[config.mk]
export PLATFORM = sky130hd
export DESIGN_NAME = serial_word_feeder_flat
export DESIGN_NICKNAME = d
export VERILOG_FILES = /design/src/rtl/serial_word_feeder_if.sv /design/src/rtl/serial_word_feeder.sv /design/src/flat_wrapper.sv
export SDC_FILE = /design/constraint.sdc
export NUM_CORES = 1
export LEC_CHECK = 0
export BUFFER_PORTS_ARGS = -buffer_cell sky130_fd_sc_hd__buf_2
export CORE_AREA = 2 2 39 41
export CTS_CLUSTER_SIZE = 30
export DETAILED_ROUTE_END_ITERATION = 7
export DIE_AREA = 0 0 41 43
export PLACE_DENSITY_LB_ADDON = 0.08
export REMOVE_ABC_BUFFERS = 1
export SYNTH_ARGS = -nofsm -noshare
export SYNTH_HDL_FRONTEND = slang
export SYNTH_SLANG_ARGS = --single-unit
[constraint.sdc]
create_clock -name clk -period 4 [get_ports clk]
set_input_delay 0.8 -clock clk [delete_from_list [all_inputs] [get_ports clk]]
set_output_delay 0.8 -clock clk [all_outputs]
set_load 0.01 [all_outputs]
[src/rtl/serial_word_feeder_if.sv]
// serial_word_feeder_if
// Handshake and serial-stream bundle for serial_word_feeder.
//   in_valid   : producer has a word on load_data
//   in_ready   : feeder can accept a word this cycle
//   load_data  : parallel word, WIDTH bits
//   ser_out    : serial bit to the detector's din
//   ser_valid  : ser_out carries a live data (or parity) bit
//   word_done  : pulse on the last serial bit of a word
//   busy       : a word is being shifted
// Modports: master = word producer / stream observer, slave = the feeder.
interface serial_word_feeder_if #(
    parameter int WIDTH = 8
);
    logic             in_valid;
    logic             in_ready;
    logic [WIDTH-1:0] load_data;
    logic             ser_out;
    logic             ser_valid;
    logic             word_done;
    logic             busy;

    modport master (
        output in_valid,
        output load_data,
        input  in_ready,
        input  ser_out,
        input  ser_valid,
        input  word_done,
        input  busy
    );

    modport slave (
        input  in_valid,
        input  load_data,
        output in_ready,
        output ser_out,
        output ser_valid,
        output word_done,
        output busy
    );
endinterface

[src/rtl/serial_word_feeder.sv]
// serial_word_feeder
// Parallel-to-serial stage feeding the serial sequence detector. Words are
// accepted over a valid/ready handshake and shifted out one bit per clock;
// back-to-back words stream with no idle gap.
// Ports:
//   clk : rising-edge clock
//   res : synchronous active-low reset
//   bus : serial_word_feeder_if.slave (in_valid, in_ready, load_data,
//         ser_out, ser_valid, word_done, busy)
// Parameters: WIDTH (2..32), MSB_FIRST (1 = bit WIDTH-1 first).
// Optional feature macro: SERIAL_PARITY_EN appends an even-parity bit
// after every word (WIDTH+1 clocks per word).
// All outputs are registered except in_ready.
module serial_word_feeder #(
    parameter int WIDTH     = 8,
    parameter bit MSB_FIRST = 1'b1
) (
    input logic                 clk,
    input logic                 res,
    serial_word_feeder_if.slave bus
);
    localparam int CW = $clog2(WIDTH);
    localparam logic [CW-1:0] LAST = CW'(WIDTH - 1);

`ifdef SERIAL_PARITY_EN
    typedef enum logic [1:0] {IDLE, SHIFT, PARITY} state_t;
`else
    typedef enum logic [0:0] {IDLE, SHIFT} state_t;
`endif

    state_t           state_q, state_d;
    logic [WIDTH-1:0] shift_q, shift_d;
    logic [CW-1:0]    cnt_q, cnt_d;
    logic             ser_out_q, ser_out_d;
    logic             ser_valid_q, ser_valid_d;
    logic             word_done_q, word_done_d;
    logic             busy_q, busy_d;
    logic             in_ready;
    logic             accept;
`ifdef SERIAL_PARITY_EN
    logic             par_q, par_d;
`endif

    // in_ready is the only combinational output: the feeder can take a new
    // word when idle or on the final cycle of the current word.
    always_comb begin
        in_ready = 1'b0;
        if (res) begin
            if (state_q == IDLE) begin
                in_ready = 1'b1;
            end
`ifdef SERIAL_PARITY_EN
            if (state_q == PARITY) begin
                in_ready = 1'b1;
            end
`else
            if (state_q == SHIFT && cnt_q == LAST) begin
                in_ready = 1'b1;
            end
`endif
        end
        accept = bus.in_valid && in_ready;
    end

    // Next-state logic. Outputs are computed from the next state so that the
    // registered outputs describe the bit being presented in the next cycle.
    always_comb begin
        state_d = state_q;
        shift_d = shift_q;
        cnt_d   = cnt_q;
`ifdef SERIAL_PARITY_EN
        par_d   = par_q;
`endif
        case (state_q)
            IDLE: begin
                if (accept) begin
                    state_d = SHIFT;
                    shift_d = bus.load_data;
                    cnt_d   = '0;
`ifdef SERIAL_PARITY_EN
                    par_d   = ^bus.load_data;
`endif
                end
            end
            SHIFT: begin
                if (cnt_q == LAST) begin
`ifdef SERIAL_PARITY_EN
                    state_d = PARITY;
                    cnt_d   = '0;
`else
                    if (accept) begin
                        shift_d = bus.load_data;
                        cnt_d   = '0;
                    end else begin
                        state_d = IDLE;
                        shift_d = '0;
                        cnt_d   = '0;
                    end
`endif
                end else begin
                    cnt_d = cnt_q + 1'b1;
                    if (MSB_FIRST) begin
                        shift_d = {shift_q[WIDTH-2:0], 1'b0};
                    end else begin
                        shift_d = {1'b0, shift_q[WIDTH-1:1]};
                    end
                end
            end
`ifdef SERIAL_PARITY_EN
            PARITY: begin
                if (accept) begin
                    state_d = SHIFT;
                    shift_d = bus.load_data;
                    cnt_d   = '0;
                    par_d   = ^bus.load_data;
                end else begin
                    state_d = IDLE;
                    shift_d = '0;
                end
            end
`endif
            default: begin
                state_d = IDLE;
            end
        endcase

        ser_out_d   = 1'b0;
        ser_valid_d = 1'b0;
        word_done_d = 1'b0;
        busy_d      = 1'b0;
        if (state_d == SHIFT) begin
            ser_out_d   = MSB_FIRST ? shift_d[WIDTH-1] : shift_d[0];
            ser_valid_d = 1'b1;
            busy_d      = 1'b1;
`ifndef SERIAL_PARITY_EN
            word_done_d = (cnt_d == LAST);
`endif
        end
`ifdef SERIAL_PARITY_EN
        if (state_d == PARITY) begin
            ser_out_d   = par_d;
            ser_valid_d = 1'b1;
            busy_d      = 1'b1;
            word_done_d = 1'b1;
        end
`endif
    end

    // State and output registers; reset wins over any handshake activity.
    always_ff @(posedge clk) begin
        if (!res) begin
            state_q     <= IDLE;
            shift_q     <= '0;
            cnt_q       <= '0;
            ser_out_q   <= 1'b0;
            ser_valid_q <= 1'b0;
            word_done_q <= 1'b0;
            busy_q      <= 1'b0;
`ifdef SERIAL_PARITY_EN
            par_q       <= 1'b0;
`endif
        end else begin
            state_q     <= state_d;
            shift_q     <= shift_d;
            cnt_q       <= cnt_d;
            ser_out_q   <= ser_out_d;
            ser_valid_q <= ser_valid_d;
            word_done_q <= word_done_d;
            busy_q      <= busy_d;
`ifdef SERIAL_PARITY_EN
            par_q       <= par_d;
`endif
        end
    end

    assign bus.in_ready  = in_ready;
    assign bus.ser_out   = ser_out_q;
    assign bus.ser_valid = ser_valid_q;
    assign bus.word_done = word_done_q;
    assign bus.busy      = busy_q;
endmodule
[src/flat_wrapper.sv]
// flat-port wrapper written by rule: the top's interface ports become plain ports
module serial_word_feeder_flat 
#(
    parameter int WIDTH     = 8,
    parameter bit MSB_FIRST = 1'b1
)
  (clk, res, bus_in_valid, bus_load_data, bus_in_ready, bus_ser_out, bus_ser_valid, bus_word_done, bus_busy);
  serial_word_feeder_if #(.WIDTH(WIDTH)) bus_i ();
  input logic clk;
  input logic res;
  input wire logic [$bits(bus_i.in_valid)-1:0] bus_in_valid;
  input wire logic [$bits(bus_i.load_data)-1:0] bus_load_data;
  output wire logic [$bits(bus_i.in_ready)-1:0] bus_in_ready;
  output wire logic [$bits(bus_i.ser_out)-1:0] bus_ser_out;
  output wire logic [$bits(bus_i.ser_valid)-1:0] bus_ser_valid;
  output wire logic [$bits(bus_i.word_done)-1:0] bus_word_done;
  output wire logic [$bits(bus_i.busy)-1:0] bus_busy;
  assign bus_i.in_valid = bus_in_valid;
  assign bus_i.load_data = bus_load_data;
  assign bus_in_ready = bus_i.in_ready;
  assign bus_ser_out = bus_i.ser_out;
  assign bus_ser_valid = bus_i.ser_valid;
  assign bus_word_done = bus_i.word_done;
  assign bus_busy = bus_i.busy;
  serial_word_feeder #(.WIDTH(WIDTH), .MSB_FIRST(MSB_FIRST)) u_core (.clk(clk), .res(res), .bus(bus_i));
endmodule
==> run metrics <==
outcome complete, no violations; gr busiest metal met1; placed cells 88; # diodes 0; dpl ws about 1.7 ns; hold_buf cts 0; antenna violations before repair 0; first-pass GRT wire length 1.57 mm; RSZ-0062 raised after global routing no; drt wl/cell 10.9 um; Initial Util slightly above 40%; Clock Skew 0.00132 ns; Fillers 137; total CTS buffers 3; GRT Total Usage 13.6%; total wire length 1.00 mm; final setup fails 0; Pwr Density between 300 and 400 nW/um2; Pleak about 0.00033 uW; Global Route met3 Usage ~3.7%; slew margin rel. 79.3%; Netlist cell types 23; Row Count 14; chip width around 40 um; final worst setup slack 1.71 ns; multi-input logic area 264 um2; CP arrival 1.49 ns; crit share post-route between 50% and 60%; number of max-cap violations 0; Critical Path End Type output port; I/O Pins 16; Max Root-Sink Buffers 2; Core Util, Final 46.9%; Initial DRC Count 14; postcts setup bufs 0; CTS tree built; Yosys warning total 0; fmax around 0.44 GHz; fin nets 90; GRT overflow 0; Avg Synthesized Cell Area around 9 um2; number of port buffers 15; FF+latch count, synth 13; clock transition at the registers of the reported paths 0.08 ns; CP startpoint kind primary input; clk root buf clkbuf_4; RD Place Congestion 0.774; Req. time, crit path 3.20 ns; H-tree Lvls 1; Final HPWL DP ~730 um; complex-gate fraction of the synthesized area roughly a fifth; Synth Area in Adders about 4.4%; share of post-route cells with drive strength above 1 27.6%; cts repair resizes 0; Area Overhead vs Synth 14.6%; Tmin final 2.29 ns; met1 Usage GRT 20.9%; drt first pass iters 4; crit-path max FO 9; Post-Syn Instances 62; die area 1760 um2; xor/xnor share of the synthesized area 0%; mux cell area share after synthesis 1.77%; CTS Sinks 13; vias per cell ~4.9; setup TNS 0 ns; largest net degree at the start of global routing 11; Worst-Skew Late Latency 0.27 ns; Max IR drop VDD 0.000187 V; synthesized cell area 567 um2; Remaining DRCs 0; Post-Synth Simple-Gate Area 21.0%; routed vias ~450; Post-DRT Antenna Nets 0; Die H roughly 43 um; FF/Latch Area between 200 and 300 um2; met2 usage 14.4%; Crit Path Category in -> out; main combinational cell family by area after synthesis simple AND/OR/NAND/NOR gates; core area around 1400 um2; vias in the first global route 368; Least-Margin Pin Slew around 0.31 ns; endpoints failing hold 0; Hold Crit Class reg -> reg; final std cells w/o fill 92; post-synthesis sequential area ratio between 40% and 50%; Slew Limit Fails 0
-- report_power, final --
group / internal [uW] / switching [uW] / total, uW / leakage [uW]
Combinational: 14.0 / 15.8 / 29.8 / 0.000204
Clock: 38.7 / 42.1 / 80.8 / 0.0000150
Sequential: 136 / 4.05 / 140 / 0.000106
-- critical path: stages --
cell and delay [ns]:
buf_2 0.17, clkinv_1 0.23, nor2_1 0.15, buf_2 0.14
-- per-layer routing --
metal	wire length [um]	part of all wire, %
met5	0	0
met4	26	2.6
met3	71	7.1
met2	381	38
met1	524	52
-- logic make-up after synthesis --
| group | after synthesis |
|---|---|
| and+or+nand+nor | 24 |
| adders and majority gates | 2 |
| buffers and inverters | 6 |
| muxes | 1 |
| DFF | 13 |
| AOI/OAI and AO/OA | 16 |
-- Yosys cell counts, drive strengths merged --
cell type	instances	share of area, %
a21o	6	7.9
a21oi	1	0.88
a22oi	1	1.3
a31oi	1	1.1
a32oi	1	1.5
and3	1	2.0
and3b	1	1.5
buf	4	6.2
clkbuf	1	0.66
clkinv	1	0.66
dfxtp	13	46
ha	2	4.4
mux2i	1	1.8
nand2	8	5.3
nand2b	1	1.5
nor2	9	6.0
nor2b	1	1.1
nor3b	1	1.3
nor4	1	1.1
o22ai	6	6.6
or2	1	1.1
-- cell usage in the layout (no fill, tap or decap) --
master / n
o22ai_1: 6
a22oi_1: 1
a32oi_1: 1
and3_4: 1
nor4_1: 1
buf_2: 15
clkbuf_4: 3
mux2i_1: 1
nor2_1: 9
clkbuf_1: 1
clkinv_1: 1
and3b_1: 1
ha_1: 2
a21o_1: 6
dfxtp_1: 13
nand2_1: 8
nor2b_1: 1
a31oi_1: 1
nand2b_2: 1
nor3b_1: 1
or2_2: 1
a21oi_1: 1
-- registers in the layout (all words and copies together), names as in the netlist --
register              flops
u_core.bus.word_done      1
u_core.shift_q            7
u_core.cnt_q              3
u_core.bus.ser_out        1
u_core.bus.ser_valid      1
-- worst paths after layout --
| check | start | end | slack (ns) | cells past startpoint |
|---|---|---|---|---|
| worst min-delay path | u_core.cnt_q[0] | u_core.bus.word_done | 0.48 | 1 |
| worst max register to register | u_core.cnt_q[0] | u_core.shift_q[3] | 2.45 | 5 |
| worst max-delay path | res | bus_in_ready | 1.71 | 4 |
| worst min register to register | u_core.cnt_q[0] | u_core.bus.word_done | 0.48 | 1 |
-- stage by stage --
stage / hold WS, ns / total power (uW) / area [um2]
after floorplan: 0.448 / 160 / 528
after global placement: 0.483 / 173 / 623
after detailed placement: 0.476 / 173 / 623
after CTS: 0.485 / 254 / 649
after global routing: 0.519 / 264 / 649
final: 0.483 / 251 / 649
-- final cells by class --
type	instances	share of cell area [%]
clock buffers	4	4.05
multi-input cells	43	40.7
flip-flops and latches	13	40.1
repair buffers	15	11.6
well taps	16	3.08
inverters	1	0.578
Power figures use the tool's default switching activity.
